`src/rtl/npc_pkg.sv`:
```
// Shared definitions for the next-PC sequencer: FSM state encoding and the
// fixed fetch-address map (reset base, exception entry, legal text window).
// Imported by npc_sequencer and npc_range_chk.
package npc_pkg;

    typedef enum logic [1:0] {
        RUN   = 2'd0,
        PEND  = 2'd1,
        FLUSH = 2'd2
    } npc_state_e;

    localparam logic [31:0] RESET_PC  = 32'h0000_3000;
    localparam logic [31:0] EXC_ENTRY = 32'h0000_4180;
    localparam logic [31:0] TEXT_LO   = 32'h0000_3000;
    localparam logic [31:0] TEXT_HI   = 32'h0000_6ffc;

    // Sequential successor; wraps modulo 2^32 and the wrap is caught by the range check
    function automatic logic [31:0] seq_pc(input logic [31:0] pc);
        return pc + 32'd4;
    endfunction

endpackage

```
`src/rtl/npc_range_chk.sv`:
```
// Purpose: flags a fetch address that is misaligned or outside the text window.
// Latency: purely combinational, zero cycles.
// Backpressure: none; evaluated every cycle on whatever address is presented.
module npc_range_chk
    import npc_pkg::*;
(
    input  logic [31:0] addr_i,
    output logic        fetch_exc_o
);

    // Word alignment plus inclusive [TEXT_LO, TEXT_HI] window, all unsigned
    always_comb begin
        fetch_exc_o = (addr_i[1:0] != 2'b00) || (addr_i < TEXT_LO) || (addr_i > TEXT_HI);
    end

endmodule

```
`src/rtl/npc_sequencer.sv`:
```
// Purpose: selects the next fetch PC (exception > ERET > held redirect > redirect > PC+4),
//          holds redirects decided under stall, flushes F/D after exception/ERET, tracks BD.
// Latency: next_pc/pc_en/pc_req/fetch_exc combinational; flush_fd and d_bd registered.
// Backpressure: stall freezes the PC except for exception entry and ERET, which always act.
// Optional: define NPC_PERF_CNT_EN to add perf_redirects / perf_stall_cycles counters.
module npc_sequencer
    import npc_pkg::*;
(
    input  logic        clk,
    input  logic        reset,
    input  logic [31:0] f_pc,
    input  logic        stall,
    input  logic        d_redirect,
    input  logic [31:0] d_target,
    input  logic        d_is_cti,
    input  logic        exc_req,
    input  logic        eret,
    input  logic [31:0] epc,
    output logic [31:0] next_pc,
    output logic        pc_en,
    output logic        pc_req,
    output logic        flush_fd,
    output logic        d_bd,
`ifdef NPC_PERF_CNT_EN
    output logic [31:0] perf_redirects,
    output logic [31:0] perf_stall_cycles,
`endif
    output logic        fetch_exc
);

    npc_state_e  state_q, state_d;
    logic [31:0] pend_target_q, pend_target_d;
    logic        d_bd_q, d_bd_d;
    logic        redirect_applied;

    // Next-PC source selection and FSM next-state; outputs are forced quiet during reset
    always_comb begin
        state_d          = state_q;
        pend_target_d    = pend_target_q;
        next_pc          = seq_pc(f_pc);
        pc_en            = 1'b0;
        pc_req           = 1'b0;
        redirect_applied = 1'b0;

        if (reset) begin
            next_pc = RESET_PC;
        end else if (exc_req) begin
            // Exception entry overrides everything, including stall and a held redirect
            next_pc = EXC_ENTRY;
            pc_en   = 1'b1;
            pc_req  = 1'b1;
            state_d = FLUSH;
        end else if (eret && (state_q != FLUSH)) begin
            next_pc = epc;
            pc_en   = 1'b1;
            state_d = FLUSH;
        end else begin
            unique case (state_q)
                RUN: begin
                    if (d_redirect) begin
                        if (!stall) begin
                            // Delay slot is already in F, so the target is fetched next
                            next_pc          = d_target;
                            pc_en            = 1'b1;
                            redirect_applied = 1'b1;
                        end else begin
                            // First assertion under stall is latched; later targets ignored
                            pend_target_d = d_target;
                            state_d       = PEND;
                        end
                    end else begin
                        pc_en = !stall;
                    end
                end
                PEND: begin
                    next_pc = pend_target_q;
                    if (!stall) begin
                        pc_en            = 1'b1;
                        redirect_applied = 1'b1;
                        state_d          = RUN;
                    end
                end
                FLUSH: begin
                    // Whatever sits in D is being squashed, so its redirect/ERET is stale
                    pc_en   = !stall;
                    state_d = RUN;
                end
                default: begin
                    state_d = RUN;
                end
            endcase
        end
    end

    assign flush_fd = (state_q == FLUSH);

    // Delay-slot flag follows the F/D register: cleared on exception entry or flush
    always_comb begin
        d_bd_d = d_bd_q;
        if (pc_req || flush_fd) begin
            d_bd_d = 1'b0;
        end else if (pc_en) begin
            d_bd_d = d_is_cti && (state_q != FLUSH);
        end
    end

    assign d_bd = d_bd_q;

    // FSM state, held redirect target and BD flag
    always_ff @(posedge clk or posedge reset) begin
        if (reset) begin
            state_q       <= RUN;
            pend_target_q <= 32'd0;
            d_bd_q        <= 1'b0;
        end else begin
            state_q       <= state_d;
            pend_target_q <= pend_target_d;
            d_bd_q        <= d_bd_d;
        end
    end

`ifdef NPC_PERF_CNT_EN
    logic [31:0] perf_redirects_q;
    logic [31:0] perf_stall_cycles_q;

    // Free-running wrap-around event counters
    always_ff @(posedge clk or posedge reset) begin
        if (reset) begin
            perf_redirects_q    <= 32'd0;
            perf_stall_cycles_q <= 32'd0;
        end else begin
            if (redirect_applied) begin
                perf_redirects_q <= perf_redirects_q + 32'd1;
            end
            if (stall && !exc_req && !eret) begin
                perf_stall_cycles_q <= perf_stall_cycles_q + 32'd1;
            end
        end
    end

    assign perf_redirects    = perf_redirects_q;
    assign perf_stall_cycles = perf_stall_cycles_q;
`else
    // Applied-redirect strobe only feeds the optional counters
    logic unused_redirect_applied;
    assign unused_redirect_applied = redirect_applied;
`endif

    npc_range_chk u_range_chk (
        .addr_i      (next_pc),
        .fetch_exc_o (fetch_exc)
    );

endmodule
```
`config.mk`:
```
export PLATFORM = sky130hd
export DESIGN_NAME = npc_sequencer
export DESIGN_NICKNAME = d
export VERILOG_FILES = /design/src/rtl/npc_pkg.sv /design/src/rtl/npc_range_chk.sv /design/src/rtl/npc_sequencer.sv
export SDC_FILE = /design/constraint.sdc
export NUM_CORES = 1
export LEC_CHECK = 0
export BUFFER_PORTS_ARGS = -buffer_cell sky130_fd_sc_hd__buf_2
export CAP_MARGIN = 0
export CORE_MARGIN = 2
export CORE_UTILIZATION = 45
export DETAILED_ROUTE_END_ITERATION = 10
export GPL_TIMING_DRIVEN = 0
export PLACE_DENSITY = 0.79
export SKIP_LAST_GASP = 1
export SLEW_MARGIN = 0
export SYNTH_ARGS = -nofsm -noshare
export SYNTH_HDL_FRONTEND = slang
export SYNTH_SLANG_ARGS = --single-unit
```
`constraint.sdc`:
```
create_clock -name clk -period 5.3 [get_ports clk]
set_input_delay 1.325 -clock clk [delete_from_list [all_inputs] [get_ports clk]]
set_output_delay 1.325 -clock clk [all_outputs]
set_load 0.05 [all_outputs]
```
==> run summary <==
Status -> finished clean
Crit-path max cell delay -> 0.56 ns
Critical path's top delay family -> simple AND/OR/NAND/NOR gates
Final nets -> 641
DRT iter0 DRCs -> 367
Initial antenna violation count -> 0
Vias per cell -> 6.19
Post-synth EDFFs -> 0
Worst setup margin -> 0.0579 ns
Worst slew pin tran -> 1.05 ns
Max Cap Viol -> 0
Most common cell after layout, fill and taps aside -> buf_2
Cell count after synthesis -> 390
WL/cell -> 19.7 um
Post-DP Area -> 0.00403 mm^2
Bufs and invs on worst path -> 2
Worst path required time -> 3.97 ns
Number of synthesis warnings -> 0
Die width -> 88.1 um
Post-layout min period -> 5.24 ns
CTS clock-pin slew for the worst setup and hold paths -> 0.07 ns
Syn Std Cell Area -> 0.00318 mm^2
Largest net degree at the start of global routing -> 21
Tcrit/Tclk final -> 98.9%
Crit Path Category -> primary input to primary output
Yosys cell types -> 60
Synthesized flop and latch total -> 35
Register area share after synthesis -> 27.5%
Startpoint types -> primary input
I/O Pins -> 140
PortBufs -> 137
Max FO, Critical Path -> 7
Filler instances -> 652
Residual DRC count -> 0
Pre-CTS WS -> -0.435 ns
Crit. End Element -> primary output
# diodes -> 0
Max rail drop VDD -> 166 uV
Tot Pwr -> 981 uW
Row count -> 30
Routed Wire Length -> 12.5 mm
Most frequent cells in the layout -> 141 x buf_2, 38 x nand2_1, 35 x dfrtp_1, 32 x mux2_2, 30 x nor2_1
Post-DP HPWL -> 9.46 mm
Slowest cell on the critical path -> or4_1
Worst-Skew Late Latency -> 0.30 ns
CTS root buf -> clkbuf_8
Area growth from synthesis to layout -> 33.3%
Num CTS Buffers -> 5
Total gr overflow -> 0
Synth Flop Type -> dfrtp_1
Final Slew Violations -> 0
Worst path arrival time -> 3.92 ns
Fmax -> 0.191 GHz
Fin area -> 0.00424 mm^2
Net Count, Synth -> 494
Initial Util -> 46.6%
CP most frequent cell -> buf_2
Share of layout cells above drive strength 1 -> 42.0%
CTS tree -> done
TNS Setup -> 0 ns
Clock Sinks -> 35
Average size of a mapped cell -> 8.16 um^2
First-pass DRT Iterations -> 5
Maximum clock insertion buffer count -> 2
Antenna-violating nets left -> 0
GRT Util Overall -> 31.6%
Cell area power density -> 231 mW/mm^2
Setup Viol. Count Final -> 0
Vias in the first global route -> 3603
Die Ht -> 88.1 um
Die area -> 0.00776 mm^2
Via count -> 3922
Worst-path cell chain -> buf_2 > ha_1 > nand3_2 > nor4_4 > nand3_1 > a22o_1 > or4_1 > nor4_2 > nand4_1 > buf_2
Max-slew headroom -> 29.9%
Core Region -> 0.00683 mm^2
FFs w/ async S/R, synth -> 100%
Static Leak -> 0.00193 uW
Max H-tree Level -> 2
GPL Wtd Cong -> 0.947
Hold/Removal Path Class -> register to register
Setup Skew -> 0.00929 ns
Final hold viol count -> 0
First-pass GRT wire length -> 18.6 mm
[path summary, 6_finish.rpt]
check | startpoint | endpoint | slack [ns] | cells past startpoint
hold / removal | pend_target_q[6]$_DFFE_PP0P_ | pend_target_q[6]$_DFFE_PP0P_ | 0.51 | 1
setup reg to reg | state_q[1]$_DFFE_PP0P_ | pend_target_q[12]$_DFFE_PP0P_ | 2.26 | 7
min in group asynchronous | reset | pend_target_q[7]$_DFFE_PP0P_ | 1.21 | 2
hold reg to reg | pend_target_q[6]$_DFFE_PP0P_ | pend_target_q[6]$_DFFE_PP0P_ | 0.51 | 1
setup / recovery | f_pc[2] | fetch_exc | 0.06 | 10
max in group asynchronous | reset | pend_target_q[1]$_DFFE_PP0P_ | 3.39 | 2
[per-stage QoR]
step           instances  hold slack (ns)  util, %
2_1_floorplan        390            0.475        -
3_3_place_gp         623            0.488     59.0
3_5_place_dp         623            0.493     59.0
4_1_cts              632            0.509     60.8
5_1_grt              634            0.520     62.1
6_report             634            0.508     62.1
[routing by layer]
layer / vias to the layer above / wire length (um) / GRT usage [%]
li1: 1780 / - / -
met1: 1857 / 5120 / 44.2
met2: 250 / 5830 / 49.4
met3: 35 / 1220 / 5.94
met4: 0 / 339 / 10.6
met5: - / 0 / 0
[area by class of cell]
class / instances / area [um^2] / area share (%)
timing repair buffer: 139 / 701 / 16.5
clock buffer: 5 / 68.8 / 1.62
tap: 96 / 120 / 2.83
multi-input combinational: 321 / 2290 / 53.9
sequential: 35 / 876 / 20.7
timing repair inverter: 1 / 5.00 / 0.118
buffer: 24 / 121 / 2.86
clock inverter: 3 / 20.0 / 0.472
inverter: 10 / 41.3 / 0.974
[cells by family after synthesis]
kind of cell	Yosys count	synth area share (%)
mux	37	12.9
simple gates	150	24.1
xor+xnor	22	6.06
flops	35	27.5
fa+ha+maj	1	0.393
compound gates	111	24.4
buf+inv	34	4.68
[flip-flops by register name, summed over array words and instances, names as in the netlist]
register and flops:
pend_target_q 32, state_q 2, d_bd 1
[repair_timing]
action                     in CTS  in global routing
hold buffers                    0                  0
setup endpoints to repair       1                  1
gates resized for setup         8                 23
setup buffers                   0                  2
gates cloned                    1                  0
pin swaps                       0                  2
[Yosys cell counts (all sizes together), types with 3 or more instances]
cell     count  area [um^2]
a2bb2oi      4         35.0
nand3       14         70.1
buf          6         43.8
o221a        4         45.0
inv          9         33.8
nor4         9         56.3
a31oi        3         18.8
o211ai       7         52.6
nand2b       7         43.8
nor3        17         96.4
and3         3         18.8
xor2         7         61.3
mux2i        5         50.1
a221oi       3         26.3
o21ai       18         90.1
nor2b        5         31.3
nand4       11         75.1
or3          3         18.8
o221ai      17          149
dfrtp       35          876
clkbuf      18         67.6
a21o         3         22.5
a21oi       32          160
nor2        30          113
mux2        32          360
xnor2       15          131
nand2       39          146
[power by group]
part | total (uW) | switching, uW | internal (uW)
Sequential | 360 | 31.9 | 328
Clock | 201 | 110 | 91.5
Combinational | 421 | 262 | 159
Total | 981 | 403 | 578
No activity file was read; power rests on OpenSTA's default activity.
